==> src/rtl/sha256_msg_pad_if.sv <==
// Byte-stream and block-stream bundle between a message source, the
// SHA-256 padder and the compression core.
//
// Handshake: both streams use valid/ready. A transfer happens on a rising
// clock edge where valid and ready are both high. Once valid is raised, the
// sender holds the payload stable and keeps valid high until that transfer.
// Ready may be raised or lowered at any time and never depends on valid.
interface sha256_msg_pad_if;
   logic [31:0]  din;
   logic         din_vld;
   logic         din_rdy;
   logic         din_last;
   logic [2:0]   din_nbytes;
   logic [511:0] blk_data;
   logic         blk_vld;
   logic         blk_rdy;
   logic         blk_first;
   logic         blk_last;

   // Message source and block consumer side
   modport master (
      output din, din_vld, din_last, din_nbytes, blk_rdy,
      input  din_rdy, blk_data, blk_vld, blk_first, blk_last
   );

   // Padder side
   modport slave (
      input  din, din_vld, din_last, din_nbytes, blk_rdy,
      output din_rdy, blk_data, blk_vld, blk_first, blk_last
   );
endinterface

==> src/rtl/sha256_msg_pad.sv <==
// SHA-256 message padder. It collects 32-bit big-endian message words into a
// 16-word buffer. It inserts the 0x80 marker, the zero fill and the 64-bit bit
// length, and hands complete 512-bit blocks to the compression core.
module sha256_msg_pad (
   input  logic                   clk,
   input  logic                   rst,
   sha256_msg_pad_if.slave        bus,
   output logic [1:0]             state_dbg
);

   typedef enum logic [1:0] {FILL, PAD, EMIT, LEN} state_t;

   state_t       state;
   logic [31:0]  words [16];
   logic [3:0]   widx;      // next buffer word to write
   logic [3:0]   p_idx;     // word that holds (or will hold) the 0x80 marker
   logic [63:0]  bitlen;
   logic         first;     // next emitted block starts a message
   logic         need_len;  // length did not fit, a length-only block follows
   logic         pend80;    // marker did not fit, it opens the next block
   logic         mark_p;    // PAD must write 0x80000000 into word p_idx
   logic         vld_q;
   logic         first_q;
   logic         last_q;
   logic [2:0]   n_eff;
   logic [31:0]  last_word;
   logic [511:0] blk_flat;
   logic         in_xfer;
   logic         out_xfer;

   assign bus.din_rdy   = (state == FILL) & ~rst;
   assign in_xfer       = bus.din_vld & bus.din_rdy;
   assign out_xfer      = vld_q & bus.blk_rdy;
   assign bus.blk_vld   = vld_q;
   assign bus.blk_first = first_q;
   assign bus.blk_last  = last_q;
   assign bus.blk_data  = blk_flat;
   assign state_dbg     = state;

   // Clamp the byte count and build the final word with its 0x80 marker
   always_comb begin
      n_eff = (bus.din_nbytes > 3'd4) ? 3'd4 : bus.din_nbytes;
      case (n_eff)
         3'd0:    last_word = 32'h8000_0000;
         3'd1:    last_word = {bus.din[31:24], 24'h80_0000};
         3'd2:    last_word = {bus.din[31:16], 16'h8000};
         3'd3:    last_word = {bus.din[31:8], 8'h80};
         default: last_word = bus.din;
      endcase
   end

   // Flatten the buffer so that word 0 sits in the top 32 bits
   always_comb begin
      blk_flat = '0;
      for (int i = 0; i < 16; i++) begin
         blk_flat[511-32*i -: 32] = words[i];
      end
   end

   // Padding FSM: accept words, pad, emit, add a length-only block if needed
   always_ff @(posedge clk) begin
      if (rst) begin
         state    <= FILL;
         widx     <= 4'd0;
         p_idx    <= 4'd0;
         bitlen   <= 64'd0;
         first    <= 1'b1;
         need_len <= 1'b0;
         pend80   <= 1'b0;
         mark_p   <= 1'b0;
         vld_q    <= 1'b0;
         first_q  <= 1'b0;
         last_q   <= 1'b0;
         for (int i = 0; i < 16; i++) words[i] <= 32'd0;
      end else begin
         case (state)
            FILL: begin
               if (in_xfer) begin
                  if (!bus.din_last) begin
                     words[widx] <= bus.din;
                     bitlen      <= bitlen + 64'd32;
                     if (widx == 4'd15) begin
                        state   <= EMIT;
                        vld_q   <= 1'b1;
                        first_q <= first;
                        last_q  <= 1'b0;
                     end else begin
                        widx <= widx + 4'd1;
                     end
                  end else begin
                     words[widx] <= last_word;
                     bitlen      <= bitlen + {58'd0, n_eff, 3'd0};
                     state       <= PAD;
                     if (n_eff == 3'd4) begin
                        // A full final word pushes the marker into the next word
                        if (widx == 4'd15) begin
                           pend80 <= 1'b1;
                        end else begin
                           p_idx  <= widx + 4'd1;
                           mark_p <= 1'b1;
                        end
                     end else begin
                        p_idx  <= widx;
                        mark_p <= 1'b0;
                     end
                  end
               end
            end
            PAD: begin
               state   <= EMIT;
               vld_q   <= 1'b1;
               first_q <= first;
               if (pend80) begin
                  // The buffer is full of data; the marker opens the next block
                  last_q <= 1'b0;
               end else begin
                  if (mark_p) words[p_idx] <= 32'h8000_0000;
                  for (int i = 0; i < 16; i++) begin
                     if (4'(i) > p_idx) words[i] <= 32'd0;
                  end
                  if (p_idx <= 4'd13) begin
                     words[14] <= bitlen[63:32];
                     words[15] <= bitlen[31:0];
                     last_q    <= 1'b1;
                  end else begin
                     last_q   <= 1'b0;
                     need_len <= 1'b1;
                  end
               end
            end
            EMIT: begin
               if (out_xfer) begin
                  vld_q <= 1'b0;
                  first <= 1'b0;
                  widx  <= 4'd0;
                  if (need_len) begin
                     state <= LEN;
                  end else if (pend80) begin
                     pend80 <= 1'b0;
                     p_idx  <= 4'd0;
                     mark_p <= 1'b1;
                     state  <= PAD;
                  end else begin
                     state <= FILL;
                     if (last_q) begin
                        bitlen <= 64'd0;
                        first  <= 1'b1;
                     end
                  end
               end
            end
            LEN: begin
               for (int i = 0; i < 14; i++) words[i] <= 32'd0;
               words[14] <= bitlen[63:32];
               words[15] <= bitlen[31:0];
               need_len  <= 1'b0;
               state     <= EMIT;
               vld_q     <= 1'b1;
               first_q   <= first;
               last_q    <= 1'b1;
            end
            default: state <= FILL;
         endcase
      end
   end

endmodule

==> src/flat_wrapper.sv <==
// flat-port wrapper written by rule: the top's interface ports become plain ports
module sha256_msg_pad_flat 
  (clk, rst, state_dbg, bus_din, bus_din_vld, bus_din_last, bus_din_nbytes, bus_blk_rdy, bus_din_rdy, bus_blk_data, bus_blk_vld, bus_blk_first, bus_blk_last);
  sha256_msg_pad_if bus_i ();
  input  logic clk;
  input  logic rst;
  output logic [1:0] state_dbg;
  input wire logic [$bits(bus_i.din)-1:0] bus_din;
  input wire logic [$bits(bus_i.din_vld)-1:0] bus_din_vld;
  input wire logic [$bits(bus_i.din_last)-1:0] bus_din_last;
  input wire logic [$bits(bus_i.din_nbytes)-1:0] bus_din_nbytes;
  input wire logic [$bits(bus_i.blk_rdy)-1:0] bus_blk_rdy;
  output wire logic [$bits(bus_i.din_rdy)-1:0] bus_din_rdy;
  output wire logic [$bits(bus_i.blk_data)-1:0] bus_blk_data;
  output wire logic [$bits(bus_i.blk_vld)-1:0] bus_blk_vld;
  output wire logic [$bits(bus_i.blk_first)-1:0] bus_blk_first;
  output wire logic [$bits(bus_i.blk_last)-1:0] bus_blk_last;
  assign bus_i.din = bus_din;
  assign bus_i.din_vld = bus_din_vld;
  assign bus_i.din_last = bus_din_last;
  assign bus_i.din_nbytes = bus_din_nbytes;
  assign bus_i.blk_rdy = bus_blk_rdy;
  assign bus_din_rdy = bus_i.din_rdy;
  assign bus_blk_data = bus_i.blk_data;
  assign bus_blk_vld = bus_i.blk_vld;
  assign bus_blk_first = bus_i.blk_first;
  assign bus_blk_last = bus_i.blk_last;
  sha256_msg_pad u_core (.clk(clk), .rst(rst), .bus(bus_i), .state_dbg(state_dbg));
endmodule
==> config.mk <==
export PLATFORM = sky130hd
export DESIGN_NAME = sha256_msg_pad_flat
export DESIGN_NICKNAME = d
export VERILOG_FILES = /design/src/rtl/sha256_msg_pad_if.sv /design/src/rtl/sha256_msg_pad.sv /design/src/flat_wrapper.sv
export SDC_FILE = /design/constraint.sdc
export NUM_CORES = 1
export LEC_CHECK = 0
export CAP_MARGIN = 10
export CORE_ASPECT_RATIO = 0.7
export CORE_MARGIN = 4
export CORE_UTILIZATION = 55
export CTS_BUF_LIST = sky130_fd_sc_hd__clkbuf_8
export CTS_CLUSTER_DIAMETER = 120
export DETAILED_ROUTE_END_ITERATION = 7
export GPL_ROUTABILITY_DRIVEN = 0
export PLACE_DENSITY_LB_ADDON = 0.2
export SETUP_SLACK_MARGIN = 0.15
export SYNTH_ARGS = -nofsm -noshare
export SYNTH_HDL_FRONTEND = slang
export SYNTH_SLANG_ARGS = --single-unit
export TNS_END_PERCENT = 1
==> constraint.sdc <==
create_clock -name clk -period 17.6 [get_ports clk]
set_input_delay 3.52 -clock clk [delete_from_list [all_inputs] [get_ports clk]]
set_output_delay 3.52 -clock clk [all_outputs]
set_load 0.02 [all_outputs]
==> reports/metrics.yaml, run 1 <==
initialDrtViolationCount: 2284
nFillCells: 2606
vdd_drop_max_v: 0.00006871
period_share_pct: 48.35
synth_warnings: 0
dieWidth_um: 251.4
numCtsBuffers: 88
finalSetupViolCount: 0
synth_nets: 1802
dr_total_vias: 17470
dieArea_mm2: 0.04483
grt_first_pass_wirelength_mm: 108.9
initial_core_util_pct: 55.66
ff2ff_setup_slack_ns: 13.33
cts_root_buf: "clkbuf_8"
postCtsSetupBuffers: 0
intPower_uw: 2184
status: "completed"
cts_max_path_buffers: 3
post_dp_cell_area_mm2: 0.02881
track_usage_pct: 32.98
synth_edf_count: 512
worst_r2r_endpoint: "u_core.words[4][7]"
ys.flop_type: "edfxtp_1"
fin_area_mm2: 0.03037
synthTopCellsByArea: "edfxtp_1, nor2_1, dfxtp_1, o2bb2ai_1, clkbuf_1"
worstReg2RegStart: "u_core.state_dbg[0]"
ys_ff_latch: 590
gr-total-overflow: 0
antenna_cells: 0
worstPathArrival_ns: 4.99
synth_top_area_share_pct: 67.43
ant_nets: 0
cts.repair.resized: 0
clock_sinks: 590
syn_avg_cell_area_um2: 12.98
crit_required_ns: 14.08
dr.pass1.iters: 6
hp-class: "reg2reg"
grt_pass1_vias: 16370
port_buffers: 557
wl_mm: 76.79
worstSetupStartpointType: "input pin"
grt_max_degree: 62
critPathKind: "in2out"
crit_start: "rst"
io_pins: 558
h-tree-depth: 3
cts_hold_buffers: 0
tightest_slew_ns: 1.271
clock_latency_ns: 0.64
cap_viol_max_count: 0
drive_gt1_share_pct: 6.760
fmax_ghz: 0.1175
wl_per_cell_um: 26.38
reg2reg_depth: 5
setup-tns-final_ns: 0
p_seq_share_pct: 54.4
finalCriticalPeriod_ns: 8.509
path_clk_slew_ns: 0.06
dp_hpwl_mm: 51.93
areaGrowthSynthToFinish_pct: 33.21
clkPwrFrac_pct: 34.6
rsz0062_at_grt: "false"
yosysUniqueCellTypes: 67
sw_frac_of_total_pct: 25.82
synth.cell_area_mm2: 0.02280
switchingPower_uw: 760.2
antenna_found_initial: 0
nets: 2347
cp-end-kind: "output port"
clock_skew_ns: 0.02787
power_leakage_uw: 0.01107
async_flop_share_pct: 0
final_core_util_pct: 74.15
hold_viol_final: 0
ys_seq_area_share_pct: 74.28
endpoint: "bus_din_rdy"
avgViaCountPerCell: 6.000
pwr-share-comb_pct: 11.0
drc: 0
cts_tree: "built"
crit_fanout: 28
core-area_mm2: 0.04096
synth_top_cell_by_area: "edfxtp_1"
fp.dieH_um: 178.3
slew_headroom_pct: 15.23
synth_cells: 1756
powerDensity_mw_per_mm2: 96.95
finalMaxSlewViolations: 0
fp-row-count: 62
[metrics by stage]
stage	hold WS (ns)	worst slack (ns)	instances	total power, µW
floorplan	0.4218	9.790	1756	1770
global placement	0.4333	9.082	2755	1950
detailed placement	0.4371	9.117	2755	1954
CTS	0.4498	9.101	2911	2945
global route	0.4720	9.062	2911	3023
finish	0.4503	9.091	2911	2944
[worst min-delay path by stage]
| stage | from | end | slack, ns | cells after the start |
|---|---|---|---|---|
| detailed placement | u_core.first | u_core.first | 0.44 | 2 |
| floorplan | u_core.first | u_core.first | 0.42 | 2 |
| finish | u_core.first | u_core.first | 0.45 | 2 |
| global placement | u_core.first | u_core.first | 0.43 | 2 |
| CTS | u_core.first | u_core.first | 0.45 | 2 |
| global route | u_core.first | u_core.first | 0.47 | 2 |
[power by group through the flow]
stage / registers [µW] / logic [µW] / clock network, µW
after floorplan: 1710 / 61.0 / 0
after global placement: 1630 / 320 / 0
after detailed placement: 1630 / 323 / 0
after CTS: 1600 / 324 / 1020
after global routing: 1610 / 333 / 1080
final: 1600 / 324 / 1020
[cell usage in the layout, fill, tap and decap left out, types with 28 or more instances in the layout]
cell / synthesis / routed
nand2_1: 98 / 93
clkbuf_8: 0 / 89
buf_4: 1 / 28
o21ai_0: 31 / 31
nand3_1: 36 / 29
clkdlybuf4s50_1: 0 / 557
inv_1: 10 / 46
edfxtp_1: 512 / 512
nor2_1: 485 / 484
dfxtp_1: 78 / 78
nand4_1: 30 / 30
a21oi_1: 64 / 64
o2bb2ai_1: 61 / 61
[sequential cells by signal (all words and copies together) (netlist names)]
signal / cells
u_core.bus.blk_last: 1
u_core.pend80: 1
u_core.widx: 4
u_core.mark_p: 1
u_core.state_dbg: 2
u_core.first: 1
u_core.p_idx: 4
u_core.bus.blk_vld: 1
u_core.bus.blk_first: 1
u_core.need_len: 1
u_core.words: 512
u_core.bitlen: 61
[routing by layer]
metal | vias up | share of wire, % | track usage, %
met1 | 8535 | 36 | 43.56
met2 | 1261 | 47 | 52.48
met3 | 189 | 12 | 8.672
met4 | 0 | 4.7 | 14.30
li1 | 7481 | - | -
met5 | - | 0 | 0
[synthesized netlist by cell type (4+ instances only)]
| library cell | count |
|---|---|
| edfxtp_1 | 512 |
| nor2_1 | 485 |
| clkbuf_1 | 108 |
| nand2_1 | 98 |
| dfxtp_1 | 78 |
| a21oi_1 | 64 |
| o2bb2ai_1 | 61 |
| nand3_1 | 36 |
| o21ai_0 | 31 |
| nand4_1 | 30 |
| o31ai_1 | 21 |
| or3_1 | 21 |
| or4_1 | 20 |
| buf_2 | 16 |
| xor2_1 | 11 |
| and4_1 | 10 |
| inv_1 | 10 |
| nor2b_1 | 10 |
| nor4_1 | 10 |
| and2_1 | 9 |
| nand2b_1 | 9 |
| nor3_1 | 9 |
| and3_1 | 8 |
| mux2i_1 | 7 |
| o211ai_1 | 6 |
| ha_1 | 5 |
| a31o_2 | 4 |
| nand4b_1 | 4 |
| o21a_1 | 4 |
| o41ai_1 | 4 |
[cell families (layout without fill, tap and decap cells)]
kind of cell / count (synthesis) / after routing / synth area share (%)
DFF: 590 / 590 / 74.28
buffers and inverters: 140 / 751 / 2.513
AOI/OAI and AO/OA: 220 / 220 / 6.723
xor gates and xnor gates: 14 / 14 / 0.5378
muxes: 9 / 9 / 0.4061
and+or+nand+nor: 777 / 777 / 15.17
adders and majority gates: 6 / 6 / 0.3622
[area by class of cell]
cell class | count | area (µm²) | area share, %
Clock buffer | 89 | 1225 | 4.033
Clock inverter | 67 | 331.6 | 1.092
Inverter | 10 | 37.54 | 0.1236
Multi-Input combinational cell | 1026 | 5374 | 17.69
Sequential cell | 590 | 16940 | 55.77
Tap cell | 544 | 680.7 | 2.241
Timing Repair Buffer | 585 | 5786 | 19.05
[critical path, cell delays in order]
cell and delay (ns):
clkdlybuf4s50_1 0.40, buf_4 0.24, nor3_1 0.18, clkdlybuf4s50_1 0.64
(Power assumes the default switching activity.)
==> run 2, diff against run 1 <==
Settings changed: CORE_UTILIZATION 55 to 51.
Clock period 17.6 ns to 8.3 ns, I/O delays scaled along.
==> run 2 against run 1 <==
Against the previous run:
- count of clock-buffer cells in the layout up 1
- clock power up 110%
- hold slack better by 0.023 ns
- sequential share of layout area down 0.22 points
- combinational power up 110%
- global-route usage down 1.7 points
==> reports/metrics.yaml, run 2 (synthesized netlist as in run 1, its figures left out) <==
wl_per_cell_um: 26.13  # was 26.38 µm
hold_viol_final: 0  # unchanged
cts.repair.resized: 0  # unchanged
worstPathArrival_ns: 3.15  # was 4.99 ns
cp_num_buf_inv: 3  # unchanged
slowest_stage: "clkdlybuf4s50_1"  # unchanged
port_buffers: 557  # unchanged
gr-total-overflow: 0  # unchanged
setup-tns-final_ns: 0  # unchanged
cts_root_buf: "clkbuf_8"  # unchanged
crit_fanout: 28  # unchanged
cp_common_cell: "clkdlybuf4s50_1"  # unchanged
clock_skew_ns: 0.02772  # was 0.02787 ns
status: "completed"  # unchanged
vdd_drop_max_v: 0.0001519  # was 0.00006871 V
grt_max_degree: 62  # unchanged
dp_cells: 2805  # was 2755
finalCriticalPeriod_ns: 4.808
dieWidth_um: 260.7  # was 251.4 µm
antenna_cells: 0  # unchanged
top_register: "u_core.words"  # unchanged
clock_sinks: 590  # unchanged
largest_register_ffs: 512  # unchanged
nets: 2349  # was 2347
final_cells: 2965  # was 2911
clock_latency_ns: 0.67  # was 0.64 ns
final_common_cell: "clkdlybuf4s50_1"  # unchanged
largest_registers: "u_core.words: 512 flops, u_core.bitlen: 61 flops"  # unchanged
fp-row-count: 64  # was 62
wl_mm: 77.47  # was 76.79 mm
dr.pass1.iters: 6  # unchanged
track_usage_pct: 31.32  # was 32.98%
initialDrtViolationCount: 2243  # was 2284
dr_total_vias: 17310  # was 17470
mostFrequentLayoutCells: "clkdlybuf4s50_1, edfxtp_1, nor2_1"  # unchanged
io_pins: 558  # unchanged
cap_viol_max_count: 0  # unchanged
nFillCells: 3044  # was 2606
cts_tree: "built"  # unchanged
critPathKind: "in2out"  # unchanged
path_clk_slew_ns: 0.07  # was 0.06 ns
period_share_pct: 57.92
drive_gt1_share_pct: 7.001  # was 6.760%
worstPathCellList: "clkdlybuf4s50_1 -> buf_4 -> nor3_1 -> clkdlybuf4s50_1"  # unchanged
hp-class: "reg2reg"  # unchanged
numCtsBuffers: 88  # unchanged
slew_headroom_pct: 14.18  # was 15.23%
ant_nets: 0  # unchanged
antenna_found_initial: 0  # unchanged
rsz0062_at_grt: "false"  # unchanged
core-area_mm2: 0.04396  # was 0.04096 mm²
crit_required_ns: 6.64  # was 14.08 ns
cp_top_family: "buffers and inverters"  # unchanged
cts_max_path_buffers: 3  # unchanged
postCtsSetupBuffers: 0  # unchanged
fmax_ghz: 0.2080
drc: 0  # unchanged
finalSetupViolCount: 0  # unchanged
finalMaxSlewViolations: 0  # unchanged
tightest_slew_ns: 1.287  # was 1.271 ns
fp.dieH_um: 184.9  # was 178.3 µm
cts_hold_buffers: 0  # unchanged
grt_pass1_vias: 16520  # was 16370
cp-end-kind: "output port"  # unchanged
areaGrowthSynthToFinish_pct: 33.72  # was 33.21%
dieArea_mm2: 0.04821  # was 0.04483 mm²
grt_first_pass_wirelength_mm: 110.7  # was 108.9 mm
avgViaCountPerCell: 5.838  # was 6.000
initial_core_util_pct: 51.86  # was 55.66%
dp_hpwl_mm: 52.84  # was 51.93 mm
powerDensity_mw_per_mm2: 205.2  # was 96.95 mW/mm²
cpPeakStageDelay_ns: 0.64  # about the same
power_leakage_uw: 0.01112  # was 0.01107 µW
h-tree-depth: 3  # unchanged
worstSetupStartpointType: "input pin"  # unchanged
-- run 2: cell count changes in the layout (fill, tap and decap cells not counted), sizes merged --
cell | previous run | this run
buf | 28 | 30
clkinv | 26 | 22
inv | 50 | 54
clkbuf | 89 | 90
clkinvlp | 0 | 1
-- run 2: through the flow --
| step | hold slack [ns] | area [µm²] | power [µW] | utilization, % | setup slack (ns) |
|---|---|---|---|---|---|
| after floorplan | 0.4218 | 22800 | 3754 | - | 2.436 |
| after global placement | 0.4348 | 28870 | 4139 | 65.68 | 2.980 |
| after detailed placement | 0.4609 | 28870 | 4146 | 65.68 | 2.928 |
| after CTS | 0.4763 | 30430 | 6273 | 69.23 | 3.467 |
| after global routing | 0.4993 | 30490 | 6450 | 69.35 | 3.328 |
| final | 0.4735 | 30490 | 6255 | 69.35 | 3.492 |
-- run 2: worst paths after layout --
path	start	end	slack [ns]	cells past startpoint
worst max register to register	u_core.state_dbg[0]	u_core.words[5][18]	4.35	5
worst min register to register	u_core.first	u_core.first	0.47	2
worst max-delay path	rst	bus_din_rdy	3.49	4
worst min-delay path	u_core.first	u_core.first	0.47	2
-- run 2: power breakdown --
part	switching, µW	total [µW]	internal [µW]	leakage (µW)
Sequential	45.3	3400	3350	0.00597
Combinational	444	688	243	0.00420
Clock	1130	2170	1040	0.000949
Total	1620	6250	4640	0.0111
-- run 2: metal layers --
layer / vias to the layer above / part of all wire (%) / global-route usage [%]
met5: - / 0 / 0
met3: 162 / 12 / 8.569
met4: 0 / 4.0 / 11.67
li1: 7477 / - / -
met2: 1208 / 47 / 49.56
met1: 8464 / 38 / 42.04
-- run 2: cell type report --
cell class | instances | area, µm² | share of cell area, %
Multi-Input combinational cell | 1026 | 5371 | 17.62
Clock buffer | 90 | 1239 | 4.063
Sequential cell | 590 | 16940 | 55.55
Tap cell | 594 | 743.2 | 2.438
Inverter | 10 | 37.54 | 0.1231
Clock inverter | 68 | 320.3 | 1.051
Timing Repair Buffer | 587 | 5841 | 19.16
-- run 2: worst register-to-register path, cell delays in order, from the launching register on --
cell and delay [ns]:
dfxtp_1 0.65, nor2b_1 0.38, nand3_1 0.43, o21ai_0 0.61
nand2_2 0.58, nand3_2 0.89
==> run 3, diff against run 2 <==
Settings changed: CORE_UTILIZATION 51 to 46.
Clock period 8.3 ns to 4 ns, I/O delays scaled along.
==> run 3 against run 2 <==
Against the previous run:
- non-clock buffer count grew 57
- worst setup slack worse by 2.7 ns
- clock power is 110% higher
- final cell count up 4.0%
- critical endpoint is now u_core.words[14][27]
- utilization is 4.9 points lower
- register-to-register slack worse by 3.5 ns
- design area up 2.4%
- sequential power is 110% higher
- total power is 110% higher
- critical path depth grew 2
- die area up 10%
==> reports/metrics.yaml, run 3 (synthesized netlist as in run 1, its figures left out) <==
fp.dieH_um: 194.3  # was 184.9 µm
grt_first_pass_wirelength_mm: 114.1  # was 110.7 mm
mostFrequentLayoutCells: "clkdlybuf4s50_1, edfxtp_1, nor2_1"  # unchanged
dp_cells: 2925  # was 2805
critPathKind: "reg2reg"  # was in2out
cts_tree: "built"  # unchanged
nFillCells: 3727  # was 3044
finalCriticalPeriod_ns: 3.181
dieWidth_um: 274.1  # was 260.7 µm
powerDensity_mw_per_mm2: 423.0  # was 205.2 mW/mm²
period_share_pct: 79.52
nets: 2406  # was 2349
cp-end-kind: "register"  # was output port
port_buffers: 557  # unchanged
numCtsBuffers: 88  # unchanged
worst_slack_ns: 0.8194  # was 3.492 ns
wl_mm: 79.33  # was 77.47 mm
worstSetupStartpointType: "register"  # was input pin
path_clk_slew_ns: 0.07  # about the same
finalMaxSlewViolations: 0  # unchanged
antenna_cells: 0  # unchanged
power_leakage_uw: 0.01142  # was 0.01112 µW
initial_core_util_pct: 47.05  # was 51.86%
drive_gt1_share_pct: 9.345  # was 7.001%
final_core_util_pct: 64.40  # was 69.35%
fmax_ghz: 0.3144
antenna_found_initial: 0  # unchanged
cts_max_path_buffers: 3  # unchanged
crit_required_ns: 4.41  # was 6.64 ns
fp-row-count: 67  # was 64
track_usage_pct: 29.06  # was 31.32%
h-tree-depth: 3  # unchanged
grt_max_degree: 57  # was 62
areaGrowthSynthToFinish_pct: 36.87  # was 33.72%
gr-total-overflow: 0  # unchanged
dieArea_mm2: 0.05325  # was 0.04821 mm²
largest_registers: "u_core.words: 512 flops, u_core.bitlen: 61 flops"  # unchanged
dr_total_vias: 17550  # was 17310
finalSetupViolCount: 0  # unchanged
postCtsSetupBuffers: 0  # unchanged
status: "completed"  # unchanged
largest_register_ffs: 512  # unchanged
grt_pass1_vias: 16910  # was 16520
dr.pass1.iters: 5  # was 6
avgViaCountPerCell: 5.691  # was 5.838
rsz0062_at_grt: "false"  # unchanged
clock_latency_ns: 0.69  # was 0.67 ns
clock_skew_ns: 0.02617  # was 0.02772 ns
cts_root_buf: "clkbuf_8"  # unchanged
worstPathArrival_ns: 3.59  # was 3.15 ns
initialDrtViolationCount: 2574  # was 2243
hp-class: "reg2reg"  # unchanged
crit_fanout: 16  # was 28
drc: 0  # unchanged
cap_viol_max_count: 0  # unchanged
io_pins: 558  # unchanged
slew_headroom_pct: 19.33  # was 14.18%
tightest_slew_ns: 1.210  # was 1.287 ns
vdd_drop_max_v: 0.0003254  # was 0.0001519 V
place_ws_ns: 0.2360  # was 2.928 ns
cts.repair.resized: 0  # unchanged
final_cells: 3084  # was 2965
clock_sinks: 590  # unchanged
ant_nets: 0  # unchanged
hold_viol_final: 0  # unchanged
core-area_mm2: 0.04845  # was 0.04396 mm²
final_common_cell: "clkdlybuf4s50_1"  # unchanged
dp_hpwl_mm: 55.24  # was 52.84 mm
wl_per_cell_um: 25.72  # was 26.13 µm
top_register: "u_core.words"  # unchanged
holdWs_ns: 0.4470  # was 0.4735 ns
cts_hold_buffers: 0  # unchanged
==> run 3: cell types whose count changed in the layout (fill, tap and decap cells not counted) <==
| cell | previous run | this run |
|---|---|---|
| buf_12 | 0 | 13 |
| buf_16 | 2 | 0 |
| clkbuf_8 | 90 | 89 |
| inv_12 | 0 | 1 |
| inv_8 | 2 | 3 |
| clkinv_2 | 8 | 10 |
| clkinv_8 | 0 | 1 |
| o311ai_2 | 2 | 0 |
| bufinv_16 | 1 | 3 |
| inv_1 | 50 | 36 |
| buf_4 | 28 | 74 |
| clkinv_1 | 14 | 25 |
| o311ai_4 | 0 | 2 |
| inv_6 | 2 | 0 |
==> run 3: metrics by stage <==
step	TNS [ns]	instance area (µm²)	total power [µW]
6_report	0	31210	13200
5_1_grt	0	31210	13620
4_1_cts	0	31210	13260
3_5_place_dp	0	29580	8672
3_3_place_gp	0	29580	8655
2_1_floorplan	-6.823	22810	7788
==> run 3: layout make-up <==
type                       instances  area, µm²  area share [%]
tap                              655      819.5           2.626
timing repair buffer             644       6391           20.48
clock inverter                    70      405.4           1.299
sequential                       590      16940           54.27
inverter                          10      37.54          0.1203
clock buffer                      89       1225           3.925
multi-input combinational       1026       5391           17.28
==> run 3: final timing paths <==
path | startpoint | to | slack [ns] | cells after the start
max reg2reg | u_core.state_dbg[0] | u_core.words[14][27] | 0.82 | 6
min | u_core.first | u_core.first | 0.45 | 2
min reg2reg | u_core.first | u_core.first | 0.45 | 2
max | u_core.state_dbg[0] | u_core.words[14][27] | 0.82 | 6
==> run 3: worst max-delay path, stage by stage (launching register included) <==
cell and delay [ns]:
dfxtp_1 0.38, buf_4 0.20, or4b_1 0.70, or3_1 0.53, o31a_1 0.45, nand2_1 0.49, o2bb2ai_1 0.14
==> run 3: layer usage <==
layer  global-route usage (%)  up-vias  share of wire, %  routed length, µm
met2                    46.03     1093                47              37140
met3                    7.373      139                11               8789
met5                        0        -                 0                  0
li1                         -     7593                 -                  -
met4                    10.00        0               3.5               2770
met1                    39.38     8727                39              30630
==> run 3: power breakdown <==
group / total, µW / switching, µW / internal [µW] / leakage, µW
combinational: 1480 / 923 / 559 / 0.00453
clock: 4660 / 2370 / 2290 / 0.000932
sequential: 7060 / 104 / 6950 / 0.00597
